<file path="config.mk">
export PLATFORM = sky130hd
export DESIGN_NAME = uart_rx_core
export DESIGN_NICKNAME = d
export VERILOG_FILES = /design/src/rtl/uart_pkg.sv /design/src/rtl/uart_baud_tick.sv /design/src/rtl/uart_rx_core.sv
export SDC_FILE = /design/constraint.sdc
export NUM_CORES = 1
export LEC_CHECK = 0
export BUFFER_PORTS_ARGS = -buffer_cell sky130_fd_sc_hd__buf_2
export CORE_MARGIN = 3
export CORE_UTILIZATION = 45
export DETAILED_ROUTE_END_ITERATION = 8
export MAX_ROUTING_LAYER = met4
export SETUP_SLACK_MARGIN = 0.15
export SYNTH_ARGS = -nofsm -noshare
export SYNTH_HDL_FRONTEND = slang
export SYNTH_SLANG_ARGS = --single-unit
</file>
<file path="constraint.sdc">
create_clock -name clk -period 2.55 [get_ports clk]
set_input_delay 0.1275 -clock clk [delete_from_list [all_inputs] [get_ports clk]]
set_output_delay 0.1275 -clock clk [all_outputs]
set_load 0.01 [all_outputs]
</file>
<file path="src/rtl/uart_pkg.sv">
`default_nettype none
// ============================================================================
//  Module      : uart_pkg
//  Description : Shared UART definitions: FSM state encoding, oversampling
//                constants and the baud divisor helper used by the RX and TX
//                cores.
//  Revision    : 1.0 - initial release
// ============================================================================
package uart_pkg;

    // Samples per bit; the receiver's mid-bit alignment depends on this value
    localparam int c_oversample = 16;

    // Sample index that falls at the centre of the start bit
    localparam logic [3:0] c_mid_sample  = 4'd7;

    // Last sample index of a bit period; used for data/parity/stop sampling
    localparam logic [3:0] c_last_sample = 4'd15;

    // Receiver state encoding
    typedef logic [2:0] uart_state_t;
    localparam uart_state_t c_st_idle      = 3'd0;
    localparam uart_state_t c_st_start     = 3'd1;
    localparam uart_state_t c_st_data      = 3'd2;
    localparam uart_state_t c_st_parity    = 3'd3;
    localparam uart_state_t c_st_stop      = 3'd4;
    localparam uart_state_t c_st_wait_high = 3'd5;

    // Clocks per oversample tick, rounded to nearest
    function automatic int calc_div(input int clk_hz, input int baud, input int os);
        longint denom;
        denom = longint'(baud) * longint'(os);
        return int'((longint'(clk_hz) + denom / 2) / denom);
    endfunction

endpackage
`default_nettype wire

</file>
<file path="src/rtl/uart_baud_tick.sv">
`default_nettype none
// ============================================================================
//  Module      : uart_baud_tick
//  Description : Free-running divider producing a 1-clk tick every DIV clocks.
//                A synchronous restart realigns the divider so the first tick
//                arrives DIV clocks after the restart.
//  Revision    : 1.0 - initial release
// ============================================================================
module uart_baud_tick #(
    parameter int DIV = 27
) (
    input  logic clk,
    input  logic rst,
    input  logic i_restart,
    output logic o_tick
);

    localparam int              c_cw   = (DIV > 1) ? $clog2(DIV) : 1;
    localparam logic [c_cw-1:0] c_last = c_cw'(DIV - 1);

    logic [c_cw-1:0] r_cnt;

    // Divider counter: wraps at DIV-1, forced to zero on restart
    always_ff @(posedge clk) begin
        if (rst || i_restart) begin
            r_cnt <= '0;
        end else if (r_cnt == c_last) begin
            r_cnt <= '0;
        end else begin
            r_cnt <= r_cnt + c_cw'(1);
        end
    end

    assign o_tick = (r_cnt == c_last) && !i_restart;

endmodule
`default_nettype wire

</file>
<file path="src/rtl/uart_rx_core.sv">
`default_nettype none
// ============================================================================
//  Module      : uart_rx_core
//  Description : 16x oversampled UART receiver (8 data bits, optional parity,
//                1 stop bit) with a 1-deep holding register, valid/ready
//                handshake and frame/parity/overrun status.
//  Revision    : 1.0 - initial release
// ============================================================================
module uart_rx_core
    import uart_pkg::*;
#(
    parameter int CLK_HZ     = 50000000,
    parameter int BAUD       = 115200,
    parameter int OVERSAMPLE = 16,
    parameter int PARITY_EN  = 0,
    parameter int PARITY_ODD = 0
) (
    input  logic       clk,
    input  logic       rst,
    input  logic       rx,
    output logic [7:0] rx_data,
    output logic       rx_valid,
    input  logic       rx_ready,
    output logic       frame_err,
    output logic       parity_err,
    output logic       overrun,
    output logic       busy
);

    localparam int   c_div    = calc_div(CLK_HZ, BAUD, OVERSAMPLE);
    localparam logic c_par_en = (PARITY_EN != 0);
    localparam logic c_odd    = (PARITY_ODD != 0);

    // Sample timing is built around 16 samples per bit
    if (OVERSAMPLE != c_oversample) begin : g_os_check
        $error("uart_rx_core: OVERSAMPLE must be 16");
    end

    logic        r_rx_meta;
    logic        r_rxs;
    uart_state_t r_state;
    uart_state_t w_state_nxt;
    logic [3:0]  r_samp;
    logic [3:0]  w_samp_nxt;
    logic [2:0]  r_bit;
    logic [2:0]  w_bit_nxt;
    logic [7:0]  r_shift;
    logic        r_stop_bad;
    logic        r_par_bad;
    logic        r_commit;
    logic        w_tick;
    logic        w_restart;
    logic        w_take_data;
    logic        w_take_par;
    logic        w_take_stop;

    // Two-flop synchronizer; resets to the idle (high) line level
    always_ff @(posedge clk) begin
        if (rst) begin
            r_rx_meta <= 1'b1;
            r_rxs     <= 1'b1;
        end else begin
            r_rx_meta <= rx;
            r_rxs     <= r_rx_meta;
        end
    end

    // Realign the tick divider to the detected start edge
    assign w_restart = (r_state == c_st_idle) && !r_rxs;

    uart_baud_tick #(
        .DIV (c_div)
    ) u_baud_tick (
        .clk       (clk),
        .rst       (rst),
        .i_restart (w_restart),
        .o_tick    (w_tick)
    );

    // Next-state, sample/bit counter and sampling strobes
    always_comb begin
        w_state_nxt = r_state;
        w_samp_nxt  = r_samp;
        w_bit_nxt   = r_bit;
        w_take_data = 1'b0;
        w_take_par  = 1'b0;
        w_take_stop = 1'b0;
        case (r_state)
            c_st_idle: begin
                if (!r_rxs) begin
                    w_state_nxt = c_st_start;
                    w_samp_nxt  = 4'd0;
                end
            end
            c_st_start: begin
                if (w_tick) begin
                    if (r_samp == c_mid_sample) begin
                        w_samp_nxt  = 4'd0;
                        w_bit_nxt   = 3'd0;
                        // A start bit that is no longer low at mid-bit was a glitch
                        w_state_nxt = r_rxs ? c_st_idle : c_st_data;
                    end else begin
                        w_samp_nxt = r_samp + 4'd1;
                    end
                end
            end
            c_st_data: begin
                if (w_tick) begin
                    w_samp_nxt = r_samp + 4'd1;
                    if (r_samp == c_last_sample) begin
                        w_take_data = 1'b1;
                        w_bit_nxt   = r_bit + 3'd1;
                        if (r_bit == 3'd7) begin
                            w_state_nxt = c_par_en ? c_st_parity : c_st_stop;
                        end
                    end
                end
            end
            c_st_parity: begin
                if (w_tick) begin
                    w_samp_nxt = r_samp + 4'd1;
                    if (r_samp == c_last_sample) begin
                        w_take_par  = 1'b1;
                        w_state_nxt = c_st_stop;
                    end
                end
            end
            c_st_stop: begin
                if (w_tick) begin
                    w_samp_nxt = r_samp + 4'd1;
                    if (r_samp == c_last_sample) begin
                        w_take_stop = 1'b1;
                        // A low stop bit means a break; wait for the line to recover
                        w_state_nxt = r_rxs ? c_st_idle : c_st_wait_high;
                    end
                end
            end
            c_st_wait_high: begin
                if (r_rxs) begin
                    w_state_nxt = c_st_idle;
                end
            end
            default: begin
                w_state_nxt = c_st_idle;
            end
        endcase
    end

    // State and counter registers
    always_ff @(posedge clk) begin
        if (rst) begin
            r_state <= c_st_idle;
            r_samp  <= 4'd0;
            r_bit   <= 3'd0;
        end else begin
            r_state <= w_state_nxt;
            r_samp  <= w_samp_nxt;
            r_bit   <= w_bit_nxt;
        end
    end

    // Frame assembly: data bits LSB first, parity check, stop check, commit strobe
    always_ff @(posedge clk) begin
        if (rst) begin
            r_shift    <= 8'd0;
            r_stop_bad <= 1'b0;
            r_par_bad  <= 1'b0;
            r_commit   <= 1'b0;
        end else begin
            if (w_take_data) begin
                r_shift[r_bit] <= r_rxs;
            end
            if (w_take_par) begin
                r_par_bad <= r_rxs ^ (^r_shift) ^ c_odd;
            end
            if (w_take_stop) begin
                r_stop_bad <= !r_rxs;
            end
            r_commit <= w_take_stop;
        end
    end

    // Holding register with valid/ready handshake and sticky overrun
    always_ff @(posedge clk) begin
        if (rst) begin
            rx_data    <= 8'd0;
            rx_valid   <= 1'b0;
            frame_err  <= 1'b0;
            parity_err <= 1'b0;
            overrun    <= 1'b0;
        end else if (r_commit) begin
            if (!rx_valid || rx_ready) begin
                rx_data    <= r_shift;
                frame_err  <= r_stop_bad;
                parity_err <= c_par_en && r_par_bad;
                rx_valid   <= 1'b1;
                overrun    <= 1'b0;
            end else begin
                overrun    <= 1'b1;
            end
        end else if (rx_valid && rx_ready) begin
            rx_valid <= 1'b0;
            overrun  <= 1'b0;
        end
    end

    assign busy = (r_state != c_st_idle);

endmodule
`default_nettype wire

</file>
# --- Word level (Yosys, flattened, before mapping) ---
# Cells that the tools add are included.
word_totals:
  register_bits: 38
  inputBits: 4
  out_inout_bits: 13
  wordCells: 97
op_classes:
  addsub: 3
  magnitude_cmp: 2
  n_eq_ne: 22
  n_mux: 36
  n_reduce_logical: 21
op_table:
  columns: ["cell", "count"]
  rows:
  - ["3-bit 2-to-1 mux", 16]
  - ["3-bit one-hot mux with 6 select lines", 1]
  - ["4-bit 2-to-1 mux", 4]
  - ["2-bit inequality test (second input constant)", 7]
  - ["2-bit by 1-bit inequality test with 1-bit output (second input constant)", 6]
  - ["4-bit one-hot mux with 3 select lines", 1]
  - ["11-bit AND reduction", 1]
  - ["1-bit 2-to-1 mux", 10]
  - ["3-bit equality test (second input constant)", 3]
  - ["8-bit bitwise mux", 1]
  - ["3-bit by 2-bit equality test with 1-bit output (second input constant)", 2]
  - ["3-bit one-hot mux with 2 select lines", 1]
  - ["3-bit nonzero test", 2]
  - ["5-bit by 1-bit adder with 5-bit output (second input constant)", 1]
  - ["5-bit equality test (second input constant)", 1]
  - ["5-bit AND reduction", 1]
  - ["4-bit by 1-bit adder with 4-bit output (second input constant)", 1]
  - ["4-bit by 3-bit equality test with 1-bit output (second input constant)", 1]
  - ["4-bit equality test (second input constant)", 1]
  - ["1-bit logical AND", 4]
  - ["3-bit by 4-bit less-than comparator with 1-bit output (second input constant)", 1]
  - ["2-bit AND reduction", 2]
  - ["4-bit AND reduction", 1]
  - ["2-bit nonzero test", 2]
  - ["10 further kinds", 13]

# --- Longest topological paths before layout ---
depth:
  ltp_word: 6
  ltp_mapped: 7
  mapped_depth_nobuf: 6

# --- Hierarchy ---
# From an unflattened synthesis, not the netlist that was laid out.
unflattened:
  cells_unflattened: 195
  area_unflattened_um2: 1790.5
by_module_without_submodules:
  columns: ["module", "n_inst", "cells_each", "area_each_um2", "seq_area_each_um2"]
  rows:
  - ["uart_rx_core", 1, 173, 1584.0, 660.6]
  - ["uart_baud_tick", 1, 22, 206.4, 100.1]

# --- Least setup slack after synthesis ---
# OpenSTA, ideal clock, no wires.
synth_path:
  kind: "reg-to-reg"
  from: "reg u_baud_tick.r_cnt[0]"
  to: "reg r_shift[3]"
  setup_time_ns: 0.132
  arrival_time_ns: 1.586
  t_required_ns: 2.418
  setup_slack_ns: 0.832
  path_stages_with_launch: 8
  n_path_buf: 1
  synth_period_minus_slack_ns: 1.718
  cell_sequence: "dfxtp_1 -> inv_1 -> ha_1 -> nand4b_4 -> or3_1 -> buf_2 -> o41ai_2 -> a21oi_1"
synth_between:
  elab_chain_len: 4
synth_rtl:
  columns: ["element", "line", "rtl"]
  rows:
  - ["start, declared", "uart_baud_tick.sv:21", "logic [c_cw-1:0] r_cnt;"]
  - ["start signal, assigned", "uart_baud_tick.sv:30", "r_cnt <= r_cnt + c_cw'(1);"]
  - ["5-bit equality test", "uart_baud_tick.sv:34", "assign o_tick = (r_cnt == c_last) && !i_restart;"]
  - ["1-bit logical AND", "uart_baud_tick.sv:34", null]
  - ["1-bit 2-to-1 mux", null, null]
  - ["1-bit 2-to-1 mux", "uart_rx_core.sv:88", "case (r_state)"]
  - ["end signal, assigned by index", "uart_rx_core.sv:171", "r_shift[r_bit] <= r_rxs;"]
  - ["end, declared", "uart_rx_core.sv:47", "logic [7:0] r_shift;"]
# No other way between the ends.
# A chain may end at the register's enable or synchronous reset.

# --- Worst setup path after layout ---
layout_path:
  from: "reg u_baud_tick.r_cnt[0]"
  to: "reg r_samp[3]"
layout_between:
  elab_chain_len: 4
  word_cells_on_any_way: 5
  classes_between: "eq/ne (3); reduce/logical (2)"
layout_rtl:
  columns: ["element", "line", "rtl"]
  rows:
  - ["5-bit equality test (*)", "uart_baud_tick.sv:34", null]
  - ["1-bit logical AND (*)", "uart_baud_tick.sv:34", null]
  - ["2-bit by 1-bit inequality test with 1-bit output (no line)", null, null]
  - ["4-bit AND reduction (no line) (*)", null, null]
  - ["end signal, assigned", "uart_rx_core.sv:157", "r_samp <= w_samp_nxt;"]
  - ["end, declared", "uart_rx_core.sv:43", "logic [3:0] r_samp;"]
# Every way passes the cells marked *; elsewhere a longest branch is shown, timed or not.

==> flow_summary.toml <==
[power_and_ir_drop]
sequentialPowerShare = 0.517
power.switching_fraction = 0.272
internal_power_mw = 0.901
peakVddDrop_mv = 0.347
clock_power_share = 0.342
power.density_nw_per_um2 = 603
power.leakage_nw = 0.840
combPwrFrac = 0.142
power.net_switching_mw = 0.337

[floorplanning]
die_x_extent_um = 70.8
fp.dieH_um = 70.8
initial_utilization = 0.491
io-pin-count = 17
row_count = 22
core-area_um2 = 3850
dieArea_um2 = 5020

[timing]
fin_crit_sh = 0.763
final_hold_violations = 0
timing.slew.headroom = 0.554
tns_ns = 0
layout_min_cycle_time_ns = 1.94
clock.fmax_mhz = 514
setup_viol_count_final = 0
grt_setup_unrepaired = "no"
final_max_slew_viol_count = 0
timing_worst_slew_pin_value_ns = 0.668
finClkSkew_ns = 0.00913

[detailed_routing]
detail_route.wl_per_cell_um = 13.8
drc = 0
vias = 1495
avgViaCountPerCell = 5.66
antenna_violating_nets_post_route = 0
first_pass_iters = 4
total_wirelength_of_the_detailed_routed_design_mm = 3.66
drt_iter0_drc = 148

[cts]
cts_sinks = 38
clkTransAtPathRegs_ns = 0.08
cts_buffer_depth = 2
htree_num_levels = 2
buffers_inserted_by_post_cts_timing_repair = 0
tritoncts_clock_tree = "built"
clkLatencyLatePin_ns = 0.28
cts_resized = 0
cts_root_buffer = "sky130_fd_sc_hd__clkbuf_8"
cts.hold.buffers_added = 0
cts-buffers-inserted = 5

[critical_path]
crit_buf_inv = 1
cp_data_required_time_ns = 2.70
worst-endpoint-arrival_ns = 2.09
slowest_stage = "sky130_fd_sc_hd__o41ai_1"
critical_path.max_fanout = 8
timing.critical_path.to_type = "flip-flop"
worst_path_dominant_cell_family = "simple AND/OR/NAND/NOR gates"
criticalPathCategory = "reg2reg"
timing.critical_path.from_type = "flip-flop"
cells_traversed_along_the_worst_timing_path = "inv_1 -> ha_1 -> and4b_1 -> nand3_1 -> o41ai_1 -> a21oi_1"
maximum_cell_stage_delay_along_the_critical_path_ns = 0.52

[global_routing]
wire_length_of_the_first_global_routing_pass_mm = 6.64
grt_usage = 0.165
globalRouteOverflowTotal = 0
grt_antenna_before_repair = 0
via_count_of_the_first_global_routing_pass = 1403
grt_start_max_net_pins = 29

[placement]
routabilityCongestion = 0.871
detailed_place.area_um2 = 1960
port_buffers = 15
place_hpwl_mm = 2.61

[layout]
multiInputGateArea_um2 = 1040
num_antenna_cells = 0
syn_to_final_growth_pct = 8.47
num-fill-cells = 378
drive_gt1_frac = 0.162
nets = 224
layout.cell_area.non_filler_um2 = 2050
layout.area.seq_um2 = 761

[worst_hold_path]
hp-class = "in2reg"

[logic_synthesis]
yosysTopAreaCellShare = 0.402
synth-edff-count = 0
yosys_register_bits = 38
post_synth_inst_count = 207
mappedNetlistNets = 216
synth_sequential_area_ratio = 0.402
synth.cell_area_um2 = 1890
synthDistinctLibCells = 54
synth_flop_cell = "sky130_fd_sc_hd__dfxtp_1"
synth_top_cells_by_area = "sky130_fd_sc_hd__dfxtp_1 (40%), sky130_fd_sc_hd__mux2i_1 (6.3%), sky130_fd_sc_hd__nor2_1 (4.4%)"
synth-async-reset-ratio = 0
yosys_warnings = 0
syn_avg_cell_area_um2 = 9.14
netlist.top_cell.by_area = "sky130_fd_sc_hd__dfxtp_1"

[status]
status = "completed"

[job]
cap_violations = 0
## layout by cell type, fill, tap and decap left out, drive strengths merged, types with 2 or more instances in the layout
master  instances
dfxtp          38
nor2           23
buf            16
a21oi          15
mux2i          12
nand3          11
o21ai          11
nand2           9
clkbuf          6
nand4           5
nand3b          5
ha              5
nand4b          5
or2             5
inv             4
a211oi          4
or3             3
xnor2           3
nand2b          2
and3            2
xor2            2
a22o            2
a211o           2
nor2b           2
nor4            2
o41ai           2
## registers in the layout, indices dropped and copies added (netlist names), 3 cells and up
name               flops
r_shift                8
rx_data                8
u_baud_tick.r_cnt      5
r_samp                 4
r_bit                  3
r_state                3
## cell type report
type	count	area share
clock buffers	6	0.0402
clock inverters	2	0.00610
inverters	4	0.00732
multi-input cells	150	0.506
flip-flops and latches	38	0.371
well taps	48	0.0293
repair buffers	16	0.0402
## stage by stage
stage | hold slack (ns) | setup slack [ns] | utilization | power, mW | instances
2_1_floorplan | 0.231 | 0.832 | - | 0.794 | 207
3_3_place_gp | 0.317 | 0.714 | 0.508 | 0.824 | 256
3_5_place_dp | 0.317 | 0.632 | 0.508 | 0.828 | 256
4_1_cts | 0.0225 | 0.620 | 0.532 | 1.25 | 264
5_1_grt | 0.0309 | 0.395 | 0.532 | 1.30 | 264
6_report | 0.0223 | 0.605 | 0.532 | 1.24 | 264
## cells in the mapped netlist (2+ instances only)
library cell,n
sky130_fd_sc_hd__nand2b_1,2
sky130_fd_sc_hd__clkbuf_1,7
sky130_fd_sc_hd__dfxtp_1,38
sky130_fd_sc_hd__a211oi_2,3
sky130_fd_sc_hd__buf_4,2
sky130_fd_sc_hd__a211o_1,2
sky130_fd_sc_hd__xnor2_1,3
sky130_fd_sc_hd__nor2b_1,2
sky130_fd_sc_hd__inv_1,4
sky130_fd_sc_hd__or2_1,2
sky130_fd_sc_hd__and3_1,2
sky130_fd_sc_hd__xor2_1,2
sky130_fd_sc_hd__or3_1,3
sky130_fd_sc_hd__o21ai_1,8
sky130_fd_sc_hd__o21ai_0,3
sky130_fd_sc_hd__or2_2,2
sky130_fd_sc_hd__a21oi_1,15
sky130_fd_sc_hd__nand3b_1,5
sky130_fd_sc_hd__nand2_1,9
sky130_fd_sc_hd__nand4b_1,4
sky130_fd_sc_hd__ha_1,5
sky130_fd_sc_hd__buf_2,5
sky130_fd_sc_hd__nand3_1,11
sky130_fd_sc_hd__mux2i_1,12
sky130_fd_sc_hd__nor2_1,22
sky130_fd_sc_hd__a22o_1,2
sky130_fd_sc_hd__nand4_1,5
## metal layers
layer  GRT usage  wire (um)  up-vias
met1       0.228       1850      697
li1            -          -      765
met2       0.242       1630       27
met3      0.0398        131        6
met5           -          0        -
met4      0.0438         37        0
## power groups by stage
| stage | combinational [mW] | sequential (mW) | clock [mW] |
|---|---|---|---|
| global placement | 0.173 | 0.651 | 0 |
| CTS | 0.177 | 0.638 | 0.431 |
| floorplan | 0.164 | 0.630 | 0 |
| detailed placement | 0.175 | 0.652 | 0 |
| finish | 0.176 | 0.640 | 0.423 |
| global route | 0.198 | 0.644 | 0.463 |
## path summary, 6_finish.rpt
| path | from | end | slack, ns | cells past startpoint |
|---|---|---|---|---|
| min reg2reg | r_rx_meta | r_rxs | 0.42 | 1 |
| max reg2reg | u_baud_tick.r_cnt[0] | r_samp[3] | 0.61 | 6 |
| max | u_baud_tick.r_cnt[0] | r_samp[3] | 0.61 | 6 |
| min | rx | r_rx_meta | 0.02 | 2 |
## kinds of logic after synthesis
group | after synthesis | synth area share
other | 1 | 0.00198
flip-flops | 38 | 0.402
AND/OR/NAND/NOR | 80 | 0.247
multiplexers | 13 | 0.0694
adder cells (fa/ha/maj) | 5 | 0.0331
XOR/XNOR | 5 | 0.0232
AO/OA/AOI/OAI | 46 | 0.174
buffers and inverters | 19 | 0.0489
## worst register-to-register path, cell delays in order, from the launching register on
cell                      delay, ns
sky130_fd_sc_hd__dfxtp_1       0.33
sky130_fd_sc_hd__inv_1         0.06
sky130_fd_sc_hd__ha_1          0.20
sky130_fd_sc_hd__and4b_1       0.45
sky130_fd_sc_hd__nand3_1       0.16
sky130_fd_sc_hd__o41ai_1       0.52
sky130_fd_sc_hd__a21oi_1       0.09
Note: power is estimated with default switching activity, not from simulation.
